$ cat src/rtl/wb_spi_top_level_if.sv
// Wishbone classic slave-side bundle for the SPI bridge.
// Signal names match the bus pins of the bridge.
interface wb_spi_top_level_if;
    logic [31:0] wb_addr;
    logic        wb_we;
    logic        wb_stb;
    logic        wb_cyc;
    logic [31:0] wb_dout;
    logic [31:0] wb_din;
    logic        wb_ack;

    modport master (
        output wb_addr, wb_we, wb_stb, wb_cyc, wb_dout,
        input  wb_din, wb_ack
    );

    modport slave (
        input  wb_addr, wb_we, wb_stb, wb_cyc, wb_dout,
        output wb_din, wb_ack
    );
endinterface

$ cat src/rtl/wb_spi_top_level.sv
// Wishbone-slave SPI master: 16-deep command FIFO, mode-0 byte engine,
// programmable SCK divider and receive-ready interrupt.
module wb_spi_top_level (
    input  logic              clk,
    input  logic              rst,
    wb_spi_top_level_if.slave wb,
    output logic              spi_mosi,
    output logic              spi_sck,
    output logic              spi_ss,
    input  logic              spi_miso,
    output logic              spi_dint
);
    typedef enum logic [2:0] {IDLE, SETUP, SHIFT, HOLD, DESEL} state_t;

    state_t      st;
    logic [10:0] mem [16];
    logic [3:0]  wptr, rptr;
    logic [4:0]  cnt;
    logic [10:0] word, head;
    logic [15:0] div, div_cur, tmr;
    logic [3:0]  half;
    logic [7:0]  tx_sh, rx_sh, rx;
    logic [7:0]  reg_a;
    logic        done, req, full, busy, pop, push, stall, go;
    logic        rd_clear, half_end;
    logic        unused;

    assign unused   = ^{wb.wb_addr[31:8], wb.wb_dout[31:16]};
    assign req      = wb.wb_stb & wb.wb_cyc;
    assign reg_a    = wb.wb_addr[7:0];
    assign full     = cnt[4];
    assign head     = mem[rptr];
    assign busy     = (st != IDLE) || (cnt != 5'd0);
    assign pop      = (st == IDLE) && (cnt != 5'd0);
    // A full FIFO may still accept a push in the cycle the engine pops.
    assign stall    = wb.wb_we && (reg_a == 8'h10) && full && !pop;
    assign go       = req && !done && !stall;
    assign push     = go && wb.wb_we && (reg_a == 8'h10);
    assign rd_clear = go && !wb.wb_we && (reg_a == 8'h10);
    assign half_end = (tmr == div_cur);

    always_ff @(posedge clk) begin
        if (push) mem[wptr] <= wb.wb_dout[10:0];
    end

    always_ff @(posedge clk or posedge rst) begin
        if (rst) begin
            wptr <= '0;
            rptr <= '0;
            cnt  <= '0;
        end else begin
            if (push) wptr <= wptr + 4'd1;
            if (pop)  rptr <= rptr + 4'd1;
            cnt <= cnt + 5'(push) - 5'(pop);
        end
    end

    always_ff @(posedge clk or posedge rst) begin
        if (rst) begin
            wb.wb_ack <= 1'b0;
            wb.wb_din <= '0;
            done      <= 1'b0;
            div       <= 16'h00ff;
        end else begin
            wb.wb_ack <= 1'b0;
            if (!req) begin
                done <= 1'b0;
            end else if (go) begin
                done      <= 1'b1;
                wb.wb_ack <= 1'b1;
                if (wb.wb_we) begin
                    if (reg_a == 8'h20) div <= wb.wb_dout[15:0];
                end else begin
                    unique case (reg_a)
                        8'h10:   wb.wb_din <= {24'h0, rx};
                        8'h18:   wb.wb_din <= {29'h0, full, spi_dint, busy};
                        8'h20:   wb.wb_din <= {16'h0, div};
                        default: wb.wb_din <= '0;
                    endcase
                end
            end
        end
    end

    always_ff @(posedge clk or posedge rst) begin
        if (rst) begin
            st       <= IDLE;
            spi_ss   <= 1'b1;
            spi_sck  <= 1'b0;
            spi_mosi <= 1'b0;
            spi_dint <= 1'b0;
            rx       <= '0;
            word     <= '0;
            tx_sh    <= '0;
            rx_sh    <= '0;
            tmr      <= '0;
            half     <= '0;
            div_cur  <= 16'h00ff;
        end else begin
            tmr <= half_end ? 16'd0 : tmr + 16'd1;
            if (rd_clear) spi_dint <= 1'b0;
            case (st)
                IDLE: begin
                    tmr <= '0;
                    if (pop) begin
                        word     <= head;
                        tx_sh    <= head[7:0];
                        spi_mosi <= head[7];
                        div_cur  <= div;
                        if (head[8]) spi_ss <= 1'b0;
                        st <= SETUP;
                    end
                end
                SETUP: begin
                    if (half_end) begin
                        spi_sck <= 1'b1;
                        rx_sh   <= {rx_sh[6:0], spi_miso};
                        half    <= '0;
                        st      <= SHIFT;
                    end
                end
                // Even halves end on a falling edge, odd ones on a rising edge.
                SHIFT: begin
                    if (half_end) begin
                        half <= half + 4'd1;
                        if (!half[0]) begin
                            spi_sck  <= 1'b0;
                            spi_mosi <= (half == 4'd14) ? 1'b0 : tx_sh[6];
                            tx_sh    <= {tx_sh[6:0], 1'b0};
                        end else if (half == 4'd15) begin
                            st <= HOLD;
                            if (word[10]) begin
                                rx       <= rx_sh;
                                spi_dint <= 1'b1;
                            end
                        end else begin
                            spi_sck <= 1'b1;
                            rx_sh   <= {rx_sh[6:0], spi_miso};
                        end
                    end
                end
                HOLD: begin
                    if (half_end) begin
                        if (word[9]) begin
                            spi_ss <= 1'b1;
                            half   <= '0;
                            st     <= DESEL;
                        end else begin
                            st <= IDLE;
                        end
                    end
                end
                DESEL: begin
                    if (half_end) begin
                        half <= half + 4'd1;
                        if (half[0]) st <= IDLE;
                    end
                end
                default: st <= IDLE;
            endcase
        end
    end
endmodule

$ cat src/flat_wrapper.sv
// flat-port wrapper written by rule: the top's interface ports become plain ports
module wb_spi_top_level_flat 
  (clk, rst, spi_mosi, spi_sck, spi_ss, spi_miso, spi_dint, wb_wb_addr, wb_wb_we, wb_wb_stb, wb_wb_cyc, wb_wb_dout, wb_wb_din, wb_wb_ack);
  wb_spi_top_level_if wb_i ();
  input  logic clk;
  input  logic rst;
  output logic spi_mosi;
  output logic spi_sck;
  output logic spi_ss;
  input  logic spi_miso;
  output logic spi_dint;
  input wire logic [$bits(wb_i.wb_addr)-1:0] wb_wb_addr;
  input wire logic [$bits(wb_i.wb_we)-1:0] wb_wb_we;
  input wire logic [$bits(wb_i.wb_stb)-1:0] wb_wb_stb;
  input wire logic [$bits(wb_i.wb_cyc)-1:0] wb_wb_cyc;
  input wire logic [$bits(wb_i.wb_dout)-1:0] wb_wb_dout;
  output wire logic [$bits(wb_i.wb_din)-1:0] wb_wb_din;
  output wire logic [$bits(wb_i.wb_ack)-1:0] wb_wb_ack;
  assign wb_i.wb_addr = wb_wb_addr;
  assign wb_i.wb_we = wb_wb_we;
  assign wb_i.wb_stb = wb_wb_stb;
  assign wb_i.wb_cyc = wb_wb_cyc;
  assign wb_i.wb_dout = wb_wb_dout;
  assign wb_wb_din = wb_i.wb_din;
  assign wb_wb_ack = wb_i.wb_ack;
  wb_spi_top_level u_core (.clk(clk), .rst(rst), .wb(wb_i), .spi_mosi(spi_mosi), .spi_sck(spi_sck), .spi_ss(spi_ss), .spi_miso(spi_miso), .spi_dint(spi_dint));
endmodule
$ cat config.mk
export PLATFORM = sky130hd
export DESIGN_NAME = wb_spi_top_level_flat
export DESIGN_NICKNAME = d
export VERILOG_FILES = /design/src/rtl/wb_spi_top_level_if.sv /design/src/rtl/wb_spi_top_level.sv /design/src/flat_wrapper.sv
export SDC_FILE = /design/constraint.sdc
export NUM_CORES = 1
export LEC_CHECK = 0
export CAP_MARGIN = 20
export CORE_ASPECT_RATIO = 1.75
export CORE_MARGIN = 2
export CORE_UTILIZATION = 65
export CTS_CLUSTER_DIAMETER = 40
export DETAILED_ROUTE_END_ITERATION = 8
export DONT_BUFFER_PORTS = 1
export PLACE_DENSITY = 0.88
export SYNTH_ARGS = -nofsm -noshare
export SYNTH_HDL_FRONTEND = slang
export SYNTH_SLANG_ARGS = --single-unit
export TNS_END_PERCENT = 100
$ cat constraint.sdc
create_clock -name clk -period 6.65 [get_ports clk]
set_clock_uncertainty 0.05 [all_clocks]
set_input_delay 0.665 -clock clk [delete_from_list [all_inputs] [get_ports clk]]
set_output_delay 0.665 -clock clk [all_outputs]
set_load 0.01 [all_outputs]
Word-level counts from Yosys, hierarchy flattened

Memory sizes are Yosys's and may differ from the RTL's.
Index checks and enable logic that the tools add are counted.

$add $sub $neg: 6
Equality and inequality tests: 25
Reductions and logical operators: 33
Multiplexer cells: 54
Bitwise operators: 2

Operators with widths:

| kind                                                  | count |
|---|---|
| one-hot mux 16 bit (3 select lines)                   | 1 |
| 2-to-1 mux 16 bit                                     | 2 |
| 2-to-1 mux 8 bit                                      | 4 |
| 2-to-1 mux 3 bit                                      | 9 |
| 2-to-1 mux 1 bit                                      | 24 |
| inequality test 2 x 1 -> 1 bit, second input constant | 11 |
| 2-to-1 mux 7 bit                                      | 3 |
| AND reduction 5 bit                                   | 4 |
| adder 16 x 1 -> 16 bit, second input constant         | 1 |
| == test 16 bit                                        | 1 |
| == test 8 x 5 -> 1 bit, second input constant         | 2 |
| 2-to-1 mux 4 bit                                      | 4 |
| one-hot mux 8 bit (2 select lines)                    | 1 |
| one-hot mux 3 bit (5 select lines)                    | 1 |
| one-hot mux 7 bit (2 select lines)                    | 1 |
| adder 4 x 1 -> 4 bit, second input constant           | 3 |
| one-hot mux 4 bit (3 select lines)                    | 1 |
| AND reduction 4 bit                                   | 3 |
| logical AND 1 bit                                     | 10 |
| == test 4 bit, second input constant                  | 2 |
| == test 8 x 6 -> 1 bit, second input constant         | 1 |
| AND reduction 8 bit                                   | 1 |
| == test 3 x 2 -> 1 bit, second input constant         | 2 |
| inequality test 2 bit, second input constant          | 3 |
| other kinds (17)                                      | 25 |

Input bits: 70
Register bits: 140
Bits in writable memories: 176
Logic and storage cells: 140
Memories: 1
Output and inout port bits: 37

Memories:

| name       | depth | bits a word | rd ports | clocked after Yosys merged registers in | write ports | line                   | RTL |
|---|---|---|---|---|---|---|---|
| u_core.mem | 16    | 11          | 1        | 0                                       | 1           | wb_spi_top_level.sv:16 | `logic [10:0] mem [16];` |

Logic depth before layout (Yosys ltp)

Depth in word-level cells: 14
Depth in mapped cells: 15
Gate-level depth less buffers: 14

Least setup slack after synthesis

Ideal clock, no wire load.

Path kind: input port to flip-flop
From: in wb_wb_addr[5]
To: mem u_core.mem[2][0], enable pin
Library setup time: 0.412 ns
Stages on the path: 4
Required time: 6.188 ns
Arrival time: 2.511 ns
Setup slack: 3.677 ns
Path buffers: 0
Path through: nor4b_1 -> and2_1 -> nand2_1 -> nor4b_1

Cells in the longest elaborated chain, start to end: 10

RTL lines:

| item                                     | line                                           | RTL |
|---|---|---|
| start: declaration                       | flat_wrapper.sv:12                             | `input wire logic [$bits(wb_i.wb_addr)-1:0] wb_wb_addr;` |
| == test 8 x 5 -> 1 bit *                 | wb_spi_top_level.sv:36, wb_spi_top_level.sv:38 |  |
| logical AND 1 bit (3 in a row)           | wb_spi_top_level.sv:36                         | `assign stall = wb.wb_we && (reg_a == 8'h10) && full && !pop;` |
| zero test 1 bit                          | wb_spi_top_level.sv:37                         | `assign go = req && !done && !stall;` |
| logical AND 1 bit                        | wb_spi_top_level.sv:37                         |  |
| logical AND 1 bit                        | wb_spi_top_level.sv:38                         | `assign push = go && wb.wb_we && (reg_a == 8'h10);` |
| logical AND 1 bit *                      | wb_spi_top_level.sv:38                         |  |
| 2-to-1 mux 1 bit *                       | wb_spi_top_level.sv:43                         | `if (push) mem[wptr] <= wb.wb_dout[10:0];` |
| 2-to-1 mux 1 bit (not written as such) * | wb_spi_top_level.sv:43                         |  |
| end: declaration                         | wb_spi_top_level.sv:16                         |  |

Every way passes the cells marked *; elsewhere a longest branch is shown, timed or not.

Worst setup path in the final report

From: reg u_core.st[1]
To: mem u_core.mem[7][2], enable pin

Cells in the longest elaborated chain, start to end: 10

RTL lines:

| item                                   | line                    | RTL |
|---|---|---|
| start: declaration                     | wb_spi_top_level.sv:15  | `state_t st;` |
| start signal: assignment               | wb_spi_top_level.sv:87  | `st <= IDLE;` |
| start signal: assignment               | wb_spi_top_level.sv:111 | `st <= SETUP;` |
| start signal: assignment               | wb_spi_top_level.sv:119 | `st <= SHIFT;` |
| zero test 3 bit                        | wb_spi_top_level.sv:34  | `assign pop = (st == IDLE) && (cnt != 5'd0);` |
| logical AND 1 bit                      | wb_spi_top_level.sv:34  |  |
| zero test 1 bit                        | wb_spi_top_level.sv:36  |  |
| logical AND 1 bit                      | wb_spi_top_level.sv:36  |  |
| zero test 1 bit                        | wb_spi_top_level.sv:37  |  |
| logical AND 1 bit                      | wb_spi_top_level.sv:37  |  |
| logical AND 1 bit (2 in a row)         | wb_spi_top_level.sv:38  |  |
| 2-to-1 mux 1 bit                       | wb_spi_top_level.sv:43  |  |
| 2-to-1 mux 1 bit (not written as such) | wb_spi_top_level.sv:43  |  |

No other way between the ends.

==> results by group <==
Outcome
  • Status: finished clean

Floorplan
  • DIE AREA: 19,900 sq um
  • Die Y: 185 um
  • Initial Util: 0.660
  • Chip width: 108 um
  • Io pins: 107
  • FP Rows: 66
  • Placeable core region: 18,500 sq um

Synthesis
  • Post-Synthesis Cells: 768
  • Post-synth ARST share: 0.395
  • Synth unique cells: 57
  • Synth Warn #: 0
  • Synthesized area: 12,200 sq um
  • Top_reg_cell synth: edfxtp_1
  • Post-synthesis sequential area ratio: 0.670
  • Post-synth EDFFs: 176
  • Yosys reg bits: 291
  • Syn Area/Cell: 15.9 sq um

Pwr
  • Pint: 3630 uW
  • Net Sw Frac: 0.305
  • Clk pwr share: 0.298
  • Sequential power share: 0.425
  • Combinational Power Share: 0.277
  • Power density over cell area: 391 nW/um^2
  • Net Sw Power: 1590 uW
  • Static Leak: 0.00509 uW
  • Peak VDD IR: 0.233 mV

Placed design
  • RD Place Congestion: 0.832
  • Hpwl dp: 17.6 mm
  • Post-place instance area: 12,400 sq um
  • Port bufs: 0

CTS
  • Post-cts resize count: 0
  • CTS sink cnt: 291
  • CTS Root Cell: clkbuf_16
  • CTS tree: yes
  • H-tree levels: 1
  • Cts bufs inserted: 27
  • Max clock buf depth: 3
  • CTS Hold Bufs: 0
  • Worst skew pair latency: 530 ps
  • Clock-pin slew on the worst setup and hold paths: 60 ps
  • Post-CTS setup buffers: 0

Critical path
  • Arrival time worst endpoint: 3350 ps
  • Crit path max fanout: 13
  • Req. time, crit path: 6770 ps
  • Crit end category: register
  • R2r endpoint: u_core.mem[7][2]
  • Reg2Reg Setup Slack: 3420 ps
  • Reg2Reg Depth: 7
  • Crit start category: register
  • Worst Path Class, Setup: register to register
  • Reg-to-Reg Start: u_core.st[1]

Timing
  • Final setup violation count: 0
  • Least-Margin Pin Slew: 1090 ps
  • Max frequency: 310 MHz
  • Min cycle time layout: 3230 ps
  • Final Max Slew Viols: 0
  • Final total negative setup slack: 0 ps
  • Final Hold Vio Count: 0
  • Crit share post-route: 0.486
  • RSZ-0062 raised after global routing: false
  • Slew margin rel.: 0.268

GRT
  • GRT overflow: 0
  • First-pass GRT wire length: 40.3 mm
  • Largest net degree at the start of global routing: 63
  • Vias in the first global route: 7,124
  • GRT Total Usage: 0.274
  • Initial antenna violation count: 0

Routing
  • Iter 0 DRT Violations: 626
  • Drt pass-1 iters: 4
  • WL/cell: 25.5 um
  • Via count: 6,660
  • DRC: 0
  • Antenna-violating nets left: 0
  • Via-to-Cell Ratio: 6.46
  • Routed WL: 26.3 mm

Finish
  • Antenna cells: 0
  • Final net count: 858
  • Design Area, Final: 13,300 sq um
  • # fillers: 1,041
  • Syn-to-layout area delta: 9.16%
  • Share of cells above drive strength 1: 0.245

Min path
  • Worst hold-check path type: primary input to async pin

Flow run
  • Max_cap viols: 0
[metrics by stage]
| stage | instances | setup slack [ps] | power (uW) | util | hold slack, ps |
|---|---|---|---|---|---|
| after global routing | 1031 | 3360 | 5410 | 0.721 | 154 |
| after CTS | 1029 | 3220 | 5220 | 0.720 | 110 |
| after floorplan | 783 | 2920 | 3320 | - | 412 |
| after global placement | 979 | 2920 | 3540 | 0.671 | 428 |
| after detailed placement | 980 | 2810 | 3660 | 0.671 | 440 |
| final | 1031 | 3420 | 5220 | 0.721 | 85.2 |
[power by group through the flow]
stage | logic [uW] | registers (uW) | clock network (uW)
floorplan | 1160 | 2160 | 0
global placement | 1320 | 2220 | 0
detailed placement | 1420 | 2240 | 0
CTS | 1450 | 2210 | 1560
global route | 1560 | 2220 | 1630
finish | 1450 | 2220 | 1550
[cells by family (layout without fill, tap and decap cells)]
logic type,count (synthesis),in the layout,share of synthesized area
AOI/OAI and AO/OA,59,59,0.0331
buffers and inverters,74,84,0.0302
xor gates and xnor gates,41,41,0.0294
and+or+nand+nor,173,173,0.0703
DFF,291,291,0.670
adders and majority gates,15,15,0.0160
muxes,114,114,0.151
other,1,16,0.000307
[Yosys cell counts (8+ instances only)]
library cell,count,area share
clkbuf_1,16,0.0049
dfstp_2,17,0.037
edfxtp_1,176,0.43
mux2_2,56,0.052
nand3_1,20,0.0082
o21ai_0,19,0.0078
mux4_2,47,0.087
xor2_1,23,0.016
dfrtp_1,98,0.20
nand2_1,43,0.013
ha_1,14,0.014
nor2_1,43,0.013
nor4_1,10,0.0051
nor2b_1,9,0.0046
buf_2,13,0.0053
and2_1,10,0.0051
mux2_4,8,0.0098
buf_4,18,0.011
xnor2_1,18,0.013
inv_1,22,0.0068
[per-layer routing]
| layer | vias up | GRT usage | wire [um] |
|---|---|---|---|
| li1 | 2844 | - | - |
| met1 | 3417 | 0.299 | 8680 |
| met2 | 316 | 0.504 | 14600 |
| met3 | 83 | 0.0355 | 1470 |
| met4 | 0 | 0.153 | 1580 |
| met5 | - | 0 | 0 |
[cells in the final DEF, fill, tap and decap left out, types with 7 or more instances in the layout]
cell type | synthesis | layout
and2_1 | 10 | 10
buf_4 | 18 | 11
clkbuf_16 | 0 | 27
conb_1 | 1 | 16
dfrtp_1 | 98 | 96
dfstp_2 | 17 | 17
edfxtp_1 | 176 | 176
ha_1 | 14 | 14
inv_1 | 22 | 21
mux2_2 | 56 | 56
mux2_4 | 8 | 8
mux4_2 | 47 | 47
nand2_1 | 43 | 43
nand3_1 | 20 | 20
nor2_1 | 43 | 43
nor2b_1 | 9 | 9
nor4_1 | 10 | 7
o21ai_0 | 19 | 19
xnor2_1 | 18 | 18
xor2_1 | 23 | 23
[area by class of cell]
class,count,area [sq um],area share
inverters,23,88.8,0.00666
clock buffers,35,737,0.0553
well taps,238,298,0.0223
multi-input cells,418,3770,0.283
repair buffers,12,93.8,0.00704
clock inverters,14,160,0.0120
flip-flops and latches,291,8190,0.614
[how the worst max path moves through the flow]
stage                             start                 to  slack [ps]  cells after the start
after CTS                  u_core.st[1]  u_core.mem[12][5]        3220                      7
after floorplan                     rst      u_core.cnt[0]        2920                      1
after global routing       u_core.st[1]   u_core.mem[6][3]        3360                      7
after global placement    wb_wb_addr[5]  u_core.mem[15][0]        2920                      7
after detailed placement  wb_wb_addr[5]  u_core.mem[12][0]        2810                      7
final                      u_core.st[1]   u_core.mem[7][2]        3420                      7
[critical path, stage by stage, from the launching register on]
cell and delay [ps]:
dfrtp_1 530, o31a_1 460, nor2_1 150, nand2_1 280, inv_1 290, and2_1 240, nor2b_1 250, and2_1 600
[flip-flops by register name (all words and copies together) (netlist names)]
| name | cells |
|---|---|
| u_core.cnt | 5 |
| u_core.div | 16 |
| u_core.div_cur | 16 |
| u_core.done | 1 |
| u_core.half | 4 |
| u_core.mem | 176 |
| u_core.rptr | 4 |
| u_core.rx | 8 |
| u_core.rx_sh | 8 |
| u_core.spi_dint | 1 |
| u_core.spi_mosi | 1 |
| u_core.spi_sck | 1 |
| u_core.spi_ss | 1 |
| u_core.st | 3 |
| u_core.tmr | 16 |
| u_core.tx_sh | 7 |
| u_core.wb.wb_ack | 1 |
| u_core.wb.wb_din | 16 |
| u_core.word | 2 |
| u_core.wptr | 4 |
Note: power is estimated with default switching activity, not from simulation.
